$ cat src/rtl/divstage64_pkg.sv
// Shared constants and state encoding for the sequential 64-bit divider.
package divstage64_pkg;

  localparam int N_ITER64   = 16;
  localparam int N_ITER32   = 8;
  localparam int STAGE_BITS = 4;
  localparam int REM_W      = 68;

  typedef enum logic [1:0] {
    IDLE = 2'd0,
    CALC = 2'd1,
    FIX  = 2'd2
  } idiv_state_t;

endpackage

$ cat src/rtl/divstage64.sv
// Combinational radix-16 restoring division step: shifts in one dividend nibble
// and extracts 4 quotient bits. A zero divisor yields q=15 with the remainder untouched.
module divstage64
  import divstage64_pkg::*;
(
  input  logic [REM_W-1:0]      rem_in,
  input  logic [63:0]           divisor,
  input  logic [STAGE_BITS-1:0] nib,
  output logic [STAGE_BITS-1:0] q,
  output logic [REM_W-1:0]      rem_out
);

  logic [REM_W-1:0] acc;
  logic [REM_W-1:0] dsh;

  always_comb begin
    acc = (rem_in << STAGE_BITS) | {{(REM_W-STAGE_BITS){1'b0}}, nib};
    dsh = '0;
    q   = '0;
    for (int k = STAGE_BITS - 1; k >= 0; k--) begin
      dsh = {{(REM_W-64){1'b0}}, divisor} << k;
      if (acc >= dsh) begin
        acc  = acc - dsh;
        q[k] = 1'b1;
      end
    end
    rem_out = acc;
  end

endmodule

$ cat src/rtl/idiv64_seq.sv
// Multi-cycle RISC-V DIV/DIVU/REM/REMU (+W) divider, 4 quotient bits per cycle.
// Result strobes 18 cycles (10 for rv32) after the accepting edge; requests while busy are dropped.
module idiv64_seq #(
  parameter int STAGE_BITS = 4
) (
  input  logic        i_clk,
  input  logic        i_nrst,
  input  logic        i_ena,
  input  logic        i_unsigned,
  input  logic        i_rv32,
  input  logic        i_residual,
  input  logic [63:0] i_a1,
  input  logic [63:0] i_a2,
  output logic [63:0] o_res,
  output logic        o_valid,
  output logic        o_busy
);
  import divstage64_pkg::*;

  idiv_state_t      state;
  logic [3:0]       cnt;
  logic [63:0]      dvd;
  logic [63:0]      dvs;
  logic [REM_W-1:0] rem;
  logic [63:0]      quo;
  logic             f_uns, f_rv32, f_res, f_sa, f_sb, f_zdiv;

  logic [63:0] a_ext, b_ext, a_abs, b_abs;
  logic        sa, sb;

  always_comb begin
    a_ext = i_a1;
    b_ext = i_a2;
    if (i_rv32) begin
      a_ext = i_unsigned ? {32'b0, i_a1[31:0]} : {{32{i_a1[31]}}, i_a1[31:0]};
      b_ext = i_unsigned ? {32'b0, i_a2[31:0]} : {{32{i_a2[31]}}, i_a2[31:0]};
    end
    sa    = !i_unsigned && a_ext[63];
    sb    = !i_unsigned && b_ext[63];
    // Negating MIN wraps back to 2^63, which is its correct unsigned magnitude.
    a_abs = sa ? -a_ext : a_ext;
    b_abs = sb ? -b_ext : b_ext;
  end

  logic [STAGE_BITS-1:0] stage_q;
  logic [REM_W-1:0]      stage_rem;

  divstage64 u_stage (
    .rem_in  (rem),
    .divisor (dvs),
    .nib     (dvd[63 -: STAGE_BITS]),
    .q       (stage_q),
    .rem_out (stage_rem)
  );

  logic [63:0] q_fix, r_fix, sel, res_fin;

  always_comb begin
    q_fix   = (!f_uns && (f_sa ^ f_sb) && !f_zdiv) ? -quo : quo;
    r_fix   = (!f_uns && f_sa) ? -rem[63:0] : rem[63:0];
    sel     = f_res ? r_fix : q_fix;
    res_fin = f_rv32 ? {{32{sel[31]}}, sel[31:0]} : sel;
  end

  always_ff @(posedge i_clk or negedge i_nrst) begin
    if (!i_nrst) begin
      state   <= IDLE;
      cnt     <= '0;
      dvd     <= '0;
      dvs     <= '0;
      rem     <= '0;
      quo     <= '0;
      f_uns   <= 1'b0;
      f_rv32  <= 1'b0;
      f_res   <= 1'b0;
      f_sa    <= 1'b0;
      f_sb    <= 1'b0;
      f_zdiv  <= 1'b0;
      o_res   <= '0;
      o_valid <= 1'b0;
    end else begin
      o_valid <= 1'b0;
      case (state)
        IDLE: begin
          if (i_ena) begin
            state  <= CALC;
            cnt    <= i_rv32 ? 4'(N_ITER32 - 1) : 4'(N_ITER64 - 1);
            // Left-align the 32 significant rv32 bits so 8 nibbles consume them.
            dvd    <= i_rv32 ? {a_abs[31:0], 32'b0} : a_abs;
            dvs    <= b_abs;
            rem    <= '0;
            quo    <= '0;
            f_uns  <= i_unsigned;
            f_rv32 <= i_rv32;
            f_res  <= i_residual;
            f_sa   <= sa;
            f_sb   <= sb;
            f_zdiv <= (b_ext == 64'd0);
          end
        end
        CALC: begin
          dvd <= dvd << STAGE_BITS;
          rem <= stage_rem;
          quo <= {quo[63-STAGE_BITS:0], stage_q};
          if (cnt == 4'd0) state <= FIX;
          else             cnt   <= cnt - 4'd1;
        end
        FIX: begin
          state   <= IDLE;
          o_res   <= res_fin;
          o_valid <= 1'b1;
        end
        default: state <= IDLE;
      endcase
    end
  end

  assign o_busy = (state != IDLE);

endmodule

$ cat config.mk
export PLATFORM = sky130hd
export DESIGN_NAME = idiv64_seq
export DESIGN_NICKNAME = d
export VERILOG_FILES = /design/src/rtl/divstage64_pkg.sv /design/src/rtl/divstage64.sv /design/src/rtl/idiv64_seq.sv
export SDC_FILE = /design/constraint.sdc
export NUM_CORES = 2
export LEC_CHECK = 0
export CELL_PAD_IN_SITES_DETAIL_PLACEMENT = 0
export CELL_PAD_IN_SITES_GLOBAL_PLACEMENT = 1
export CORE_UTILIZATION = 50
export DETAILED_ROUTE_END_ITERATION = 7
export DONT_BUFFER_PORTS = 1
export MAX_ROUTING_LAYER = met4
export PLACE_DENSITY = 0.92
export SYNTH_ARGS = -nofsm -noshare
export SYNTH_HDL_FRONTEND = slang
export SYNTH_SLANG_ARGS = --single-unit
$ cat constraint.sdc
create_clock -name i_clk -period 24.1 [get_ports i_clk]
set_input_delay 2.41 -clock i_clk [delete_from_list [all_inputs] [get_ports i_clk]]
set_output_delay 2.41 -clock i_clk [all_outputs]
set_load 0.02 [all_outputs]
Word level (Yosys, flattened, before mapping)

Index checks and enable logic that the tools add are counted.

Bitwise operators: 2
Reduce and logical (&&, ||, !) cells: 17
Equality and inequality tests: 5
Mux-type cells: 33
Order comparisons: 4
Add/sub/neg operators: 9

Operators by type and width:

| kind               | number |
|---|---|
| $mux 64            | 15 |
| $pmux 64 s2        | 3 |
| $neg 64->64        | 4 |
| $mux 68            | 3 |
| $ge 68x64->1       | 1 |
| $ge 68x65->1       | 1 |
| $ge 68x66->1       | 1 |
| $ge 68x67->1       | 1 |
| $or 68x4->68       | 1 |
| $sub 68x65->68     | 1 |
| $sub 68x66->68     | 1 |
| $sub 68x67->68     | 1 |
| $logic_not 64->1   | 1 |
| $sub 64x64->64     | 1 |
| $mux 4             | 3 |
| $pmux 4 s2         | 1 |
| $ne 2x2->1 const B | 3 |
| $reduce_and 2->1   | 3 |
| $logic_and 1x1->1  | 5 |
| $mux 1             | 5 |
| $logic_not 4->1    | 1 |
| $mux 2             | 2 |
| $pmux 2 s2         | 1 |
| $reduce_bool 2->1  | 2 |
| 7 further kinds    | 9 |

Bits of input ports: 134
Word-level logic and storage cells: 84
Register bits after elaboration: 333

Depth between registers and ports, before layout

Word-level depth: 10
Gate-level depth with buffers: 63
Mapped depth without buffers: 54

Hierarchy

A second synthesis with hierarchy kept.

Cells, all modules: 5364
Area, all modules: 39591.7 sq um

Modules (own cells, without submodules):

| module     | cells each | area an instance (sq um) | times used |
|---|---|---|---|
| idiv64_seq | 2556       | 20582.2                  | 1 |
| divstage64 | 2808       | 19009.5                  | 1 |

Worst setup path after synthesis

Ideal clock, no wire load.

Path kind: flip-flop to flip-flop
Start point: register rem[25]
End point: register rem[42]
Data arrival time: 12.529 ns
Period minus slack after synthesis: 12.670 ns
Setup slack: 11.430 ns
Cell stages (with the launch flop): 59
Library setup time: 0.140 ns
Data required time: 23.960 ns
Path through: dfrtp_1 -> ha_1 -> clkbuf_1 -> nand4_1 -> nor4_1 -> nand4_1 -> a31oi_1 -> a221oi_2 -> nand2_1 -> clkbuf_1 -> buf_1 -> buf_1 -> nand2_1 -> o21ai_0 -> fa_1 -> nor2b_1 -> o31a_1 -> o311ai_1 -> [23 not listed] -> buf_2 -> mux2_2 -> ha_1 -> a21o_1 -> a21o_1 -> a21oi_1 -> nand3_1 -> o2111ai_1 -> a21oi_1 -> o21ai_0 -> a21boi_0 -> nor3_1 -> o31a_1 -> o211ai_2 -> buf_2 -> buf_2 -> o311ai_1 -> o211ai_1

Word-level cells in the longest chain between the ends: 10
Elaborated cells between the ends (all ways): 14

RTL lines:

| what                                                  | RTL line                           | source |
|---|---|---|
| start, declared                                       | idiv64_seq.sv:24                   | `logic [REM_W-1:0] rem;` |
| start signal, assigned                                | idiv64_seq.sv:103                  | `rem <= stage_rem;` |
| $or 68x4->68 (*)                                      | divstage64.sv:17                   | `acc = (rem_in << STAGE_BITS) \| {{(REM_W-STAGE_BITS){1'b0}}, nib};` |
| $sub 68x67->68 / $ge 68x67->1 (equally long branches) | divstage64.sv:23, divstage64.sv:22 |  |
| $mux 68 (*)                                           | divstage64.sv:22                   | `if (acc >= dsh) begin` |
| $sub 68x66->68 / $ge 68x66->1 (equally long branches) | divstage64.sv:23, divstage64.sv:22 |  |
| $mux 68 (*)                                           | divstage64.sv:22                   |  |
| $sub 68x65->68 / $ge 68x65->1 (equally long branches) | divstage64.sv:23, divstage64.sv:22 |  |
| $mux 68 (*)                                           | divstage64.sv:22                   |  |
| $sub 64x64->64 / $ge 68x64->1 (equally long branches) | divstage64.sv:23, divstage64.sv:22 |  |
| $mux 64 (*)                                           | divstage64.sv:22                   |  |
| $pmux 64 s2 (*)                                       | idiv64_seq.sv:83                   | `case (state)` |

Mark *: on every way between the ends. The rest lies on a longest branch, timed or not.
A chain may end at the register's enable or synchronous reset.

Worst setup path after layout

Start point: register dvs[1]
End point: register rem[50]

Word-level cells in the longest chain between the ends: 9
Elaborated cells between the ends (all ways): 13

RTL lines:

| what                                                  | RTL line                           | source |
|---|---|---|
| start, declared                                       | idiv64_seq.sv:23                   | `logic [63:0] dvs;` |
| start signal, assigned                                | idiv64_seq.sv:90                   | `dvs <= b_abs;` |
| $sub 68x67->68 / $ge 68x67->1 (equally long branches) | divstage64.sv:23, divstage64.sv:22 |  |
| $mux 68                                               | divstage64.sv:22                   |  |
| $sub 68x66->68 / $ge 68x66->1 (equally long branches) | divstage64.sv:23, divstage64.sv:22 |  |
| $mux 68                                               | divstage64.sv:22                   |  |
| $sub 68x65->68 / $ge 68x65->1 (equally long branches) | divstage64.sv:23, divstage64.sv:22 |  |
| $mux 68                                               | divstage64.sv:22                   |  |
| $sub 64x64->64 / $ge 68x64->1 (equally long branches) | divstage64.sv:23, divstage64.sv:22 |  |
| $mux 64 (*)                                           | divstage64.sv:22                   |  |
| $pmux 64 s2 (*)                                       | idiv64_seq.sv:83                   |  |

Marks and branches as above.

==> impl_summary.log <==
INFO  metric worst_skew_pair.late_latency = 630 ps
INFO  metric r2r_setup_slack = 5490 ps
INFO  metric cts_inserted_buffers = 42
INFO  metric synth.net_count = roughly 5700
INFO  metric critical_path_class = flip-flop to flip-flop
INFO  metric grt_remaining_overflow = 0
INFO  metric die-area = a little under 80000 sq um
INFO  metric yosys-top-cells-area = dfrtp_1 (22%), ha_1 (8.4%), nand2_1 (6.9%)
INFO  metric placement_rows = 101
INFO  metric final_core_utilization = 53.30%
INFO  metric synth_async_sr_flop_share = 100.0%
INFO  metric cts_tree = yes
INFO  metric initial_utilization = 50.75%
INFO  metric layout-drive-gt1-share = 5.222%
INFO  metric data_required_time_at_the_worst_endpoint = 24570 ps
INFO  metric grt_max_degree = 334
INFO  metric via_per_inst = roughly 6.8
INFO  metric worst_r2r_path_depth = 52
INFO  metric core_area = 76200 sq um
INFO  metric yosys.cell_types.count = 104
INFO  metric portBuffers = 0
INFO  metric postCtsSetupBuffers = 0
INFO  metric synth-edff-count = 0
INFO  metric grt_pass1_wl = 256100 um
INFO  metric worst_path_most_repeated_cell = o21ai_0
INFO  metric die_height = 280.1 um
INFO  metric clock_tree.buffer_depth = 3
INFO  metric postRouteAntennaNets = 0
INFO  metric ys_ff_latch = 333
INFO  metric ctsHtreeMaxLevel = 2
INFO  metric worst_path_largest_cell_delay = 890 ps
INFO  metric setup-tns-final = 0 ps
INFO  metric globalRouteTotalUtil = 44.82%
INFO  metric timing.critical_path.depth = 52
INFO  metric route.detailed.wl_per_inst = 28.58 um
INFO  metric clk_pin_slew_worst_paths = 70 ps
INFO  metric instances_no_fill = 6146
INFO  metric timing_worst_slew_pin_value = 1308 ps
INFO  metric period_share = between 70% and 80%
INFO  metric synthesis.area_per_instance = just over 7 sq um
INFO  metric vias_in_the_first_global_route = 38779
INFO  metric outcome = complete, no violations
INFO  metric timing.slew.headroom = 12.20%
INFO  metric post-route-drc-count = 0
INFO  metric width_of_the_die = 280.1 um
INFO  metric seq_area = about 8300 sq um
INFO  metric crit_path_max_fanout = 53
INFO  metric layout.filler_cells = 7561
INFO  metric yosys.area.top_type_share = between 20% and 30%
INFO  metric clock_tree.root_cell = clkbuf_16
INFO  metric min_path_cells = 2
INFO  metric critPathSlowestCell = nor4_2
INFO  metric dr.pass1.iters = 6
INFO  metric synth_cells = 5325
INFO  metric routed-via-count = 41806
INFO  metric hold_class = flip-flop to flip-flop
INFO  metric clock-skew-final = 54.08 ps
INFO  metric flow.area_growth_from_synthesis = 5.038%
INFO  metric endpoint_kind = flip-flop
INFO  metric postCtsResizedCells = 0
INFO  metric dp_cells = 6067
INFO  metric cp.arrival = 19090 ps
INFO  metric synthesis.yosys.warnings = 0
INFO  metric worst-path-buf-inv = 5
INFO  metric cap_viol_max_count = 0
INFO  metric drt_first_iter_violations = ~5000
INFO  metric worst_path_dominant_cell_family = compound AO/OA/AOI/OAI gates
INFO  metric synth_area = 38670 sq um
INFO  metric place.detailed.hpwl = 137200 um
INFO  metric slew_violations = 0
INFO  metric pin_count = 200
INFO  metric dominantRegCellSynth = dfrtp_1
INFO  metric setup_viol = 0
INFO  metric netlist.top_cell.by_area = dfrtp_1
INFO  metric timing.critical_path.from_type = flip-flop
INFO  metric global_placement_routability_congestion = 1.143
INFO  metric report.final.hold_viol_count = 0
INFO  metric number_of_antenna_violations_at_the_first_check_in_global_routing = 10
INFO  metric route.final.wire_length = 175600 um
INFO  metric cts.sinks = about 330
INFO  metric multi_input_area = 28380 sq um
INFO  metric finalCriticalPeriod = 18610 ps
INFO  metric maximum_frequency_from_static_timing_analysis = ~54 MHz
INFO  metric final_net_count = 5480
INFO  metric yosysSeqAreaShare = 21.55%
INFO  metric setup_repair_after_global_routing_missed_its_margin = no
INFO  metric cts.hold.buffers_added = 0
-- cells in the mapped netlist, types with 102 or more instances --
library cell,instances
nor2_1,412
xnor2_1,274
clkbuf_1,277
inv_1,197
nand2_1,714
o211ai_1,102
a31oi_1,110
dfrtp_1,333
a21oi_1,492
o21ai_0,528
nor3_1,108
ha_1,261
a21o_1,146
xor2_1,175
-- layout make-up --
type / instances / area share (%)
Antenna cell: 3 / 0.01848
Multi-Input combinational cell: 4458 / 69.87
Sequential cell: 333 / 20.52
Inverter: 198 / 1.830
Timing Repair Buffer: 48 / 0.9180
Clock inverter: 20 / 0.7763
Clock buffer: 56 / 2.889
Tap cell: 1030 / 3.173
-- flip-flops by register name, summed over array words and instances, names as in the netlist --
name,flops
cnt,4
dvd,64
dvs,64
f_res,1
f_rv32,1
f_sa,1
f_sb,1
f_uns,1
f_zdiv,1
o_res,64
o_valid,1
quo,64
rem,64
state,2
-- worst paths after layout --
kind | startpoint | end
min reg2reg | dvs[8] | dvs[8]
max in group asynchronous | i_nrst | dvs[11]
max reg2reg | dvs[1] | rem[50]
min | dvs[8] | dvs[8]
max | dvs[1] | rem[50]
min in group asynchronous | i_nrst | o_res[44]
-- cell families (layout without fill, tap and decap cells) --
family	Yosys count	count (layout)	synth area share, %
AO/OA/AOI/OAI	1896	1896	30.95
AND/OR/NAND/NOR	1772	1772	21.17
buffers and inverters	534	322	5.336
XOR/XNOR	449	449	10.17
flip-flops	333	333	21.55
adder cells (fa/ha/maj)	265	265	8.652
multiplexers	76	76	2.174
other	0	3	0
-- per-stage QoR --
step	area, sq um	hold WS, ps	setup WS, ps
2_1_floorplan	38670	449.8	11430
3_3_place_gp	39120	460.7	5642
3_5_place_dp	39120	469.9	6190
4_1_cts	40610	482.1	6046
5_1_grt	40620	503.0	4963
6_report	40620	479.5	5487
-- per-layer routing --
| layer | GRT usage, % | share of wire (%) | vias up | wire [um] |
|---|---|---|---|---|
| li1 | - | - | 18911 | - |
| met4 | 24.31 | 6.3 | 0 | 11060 |
| met3 | 9.343 | 11 | 429 | 18500 |
| met5 | - | 0 | - | 0 |
| met2 | 64.48 | 42 | 2403 | 73700 |
| met1 | 58.55 | 41 | 20063 | 72380 |
-- worst min-delay path: cells and delay by family, from the launching register on --
family	cells	cell delay, ps
flip-flops	1	340
AND/OR/NAND/NOR	1	40
AO/OA/AOI/OAI	1	60
-- placed cells by master, fill, tap and decap left out, drive strengths merged, types with 48 or more instances in the layout --
cell type,count
nand4,93
nand3,95
mux2,61
o21ai,535
dfrtp,333
ha,261
a21oi,492
buf,48
xnor2,274
nand2,715
a21o,146
nor2,413
o21a,63
inv,200
o31ai,82
a31oi,111
clkbuf,56
nor3,111
nor4,79
xor2,175
o211ai,105
a22oi,48
Power is not shown: default switching activity piles up to over one toggle a cycle in this logic, so the estimate is an artifact.
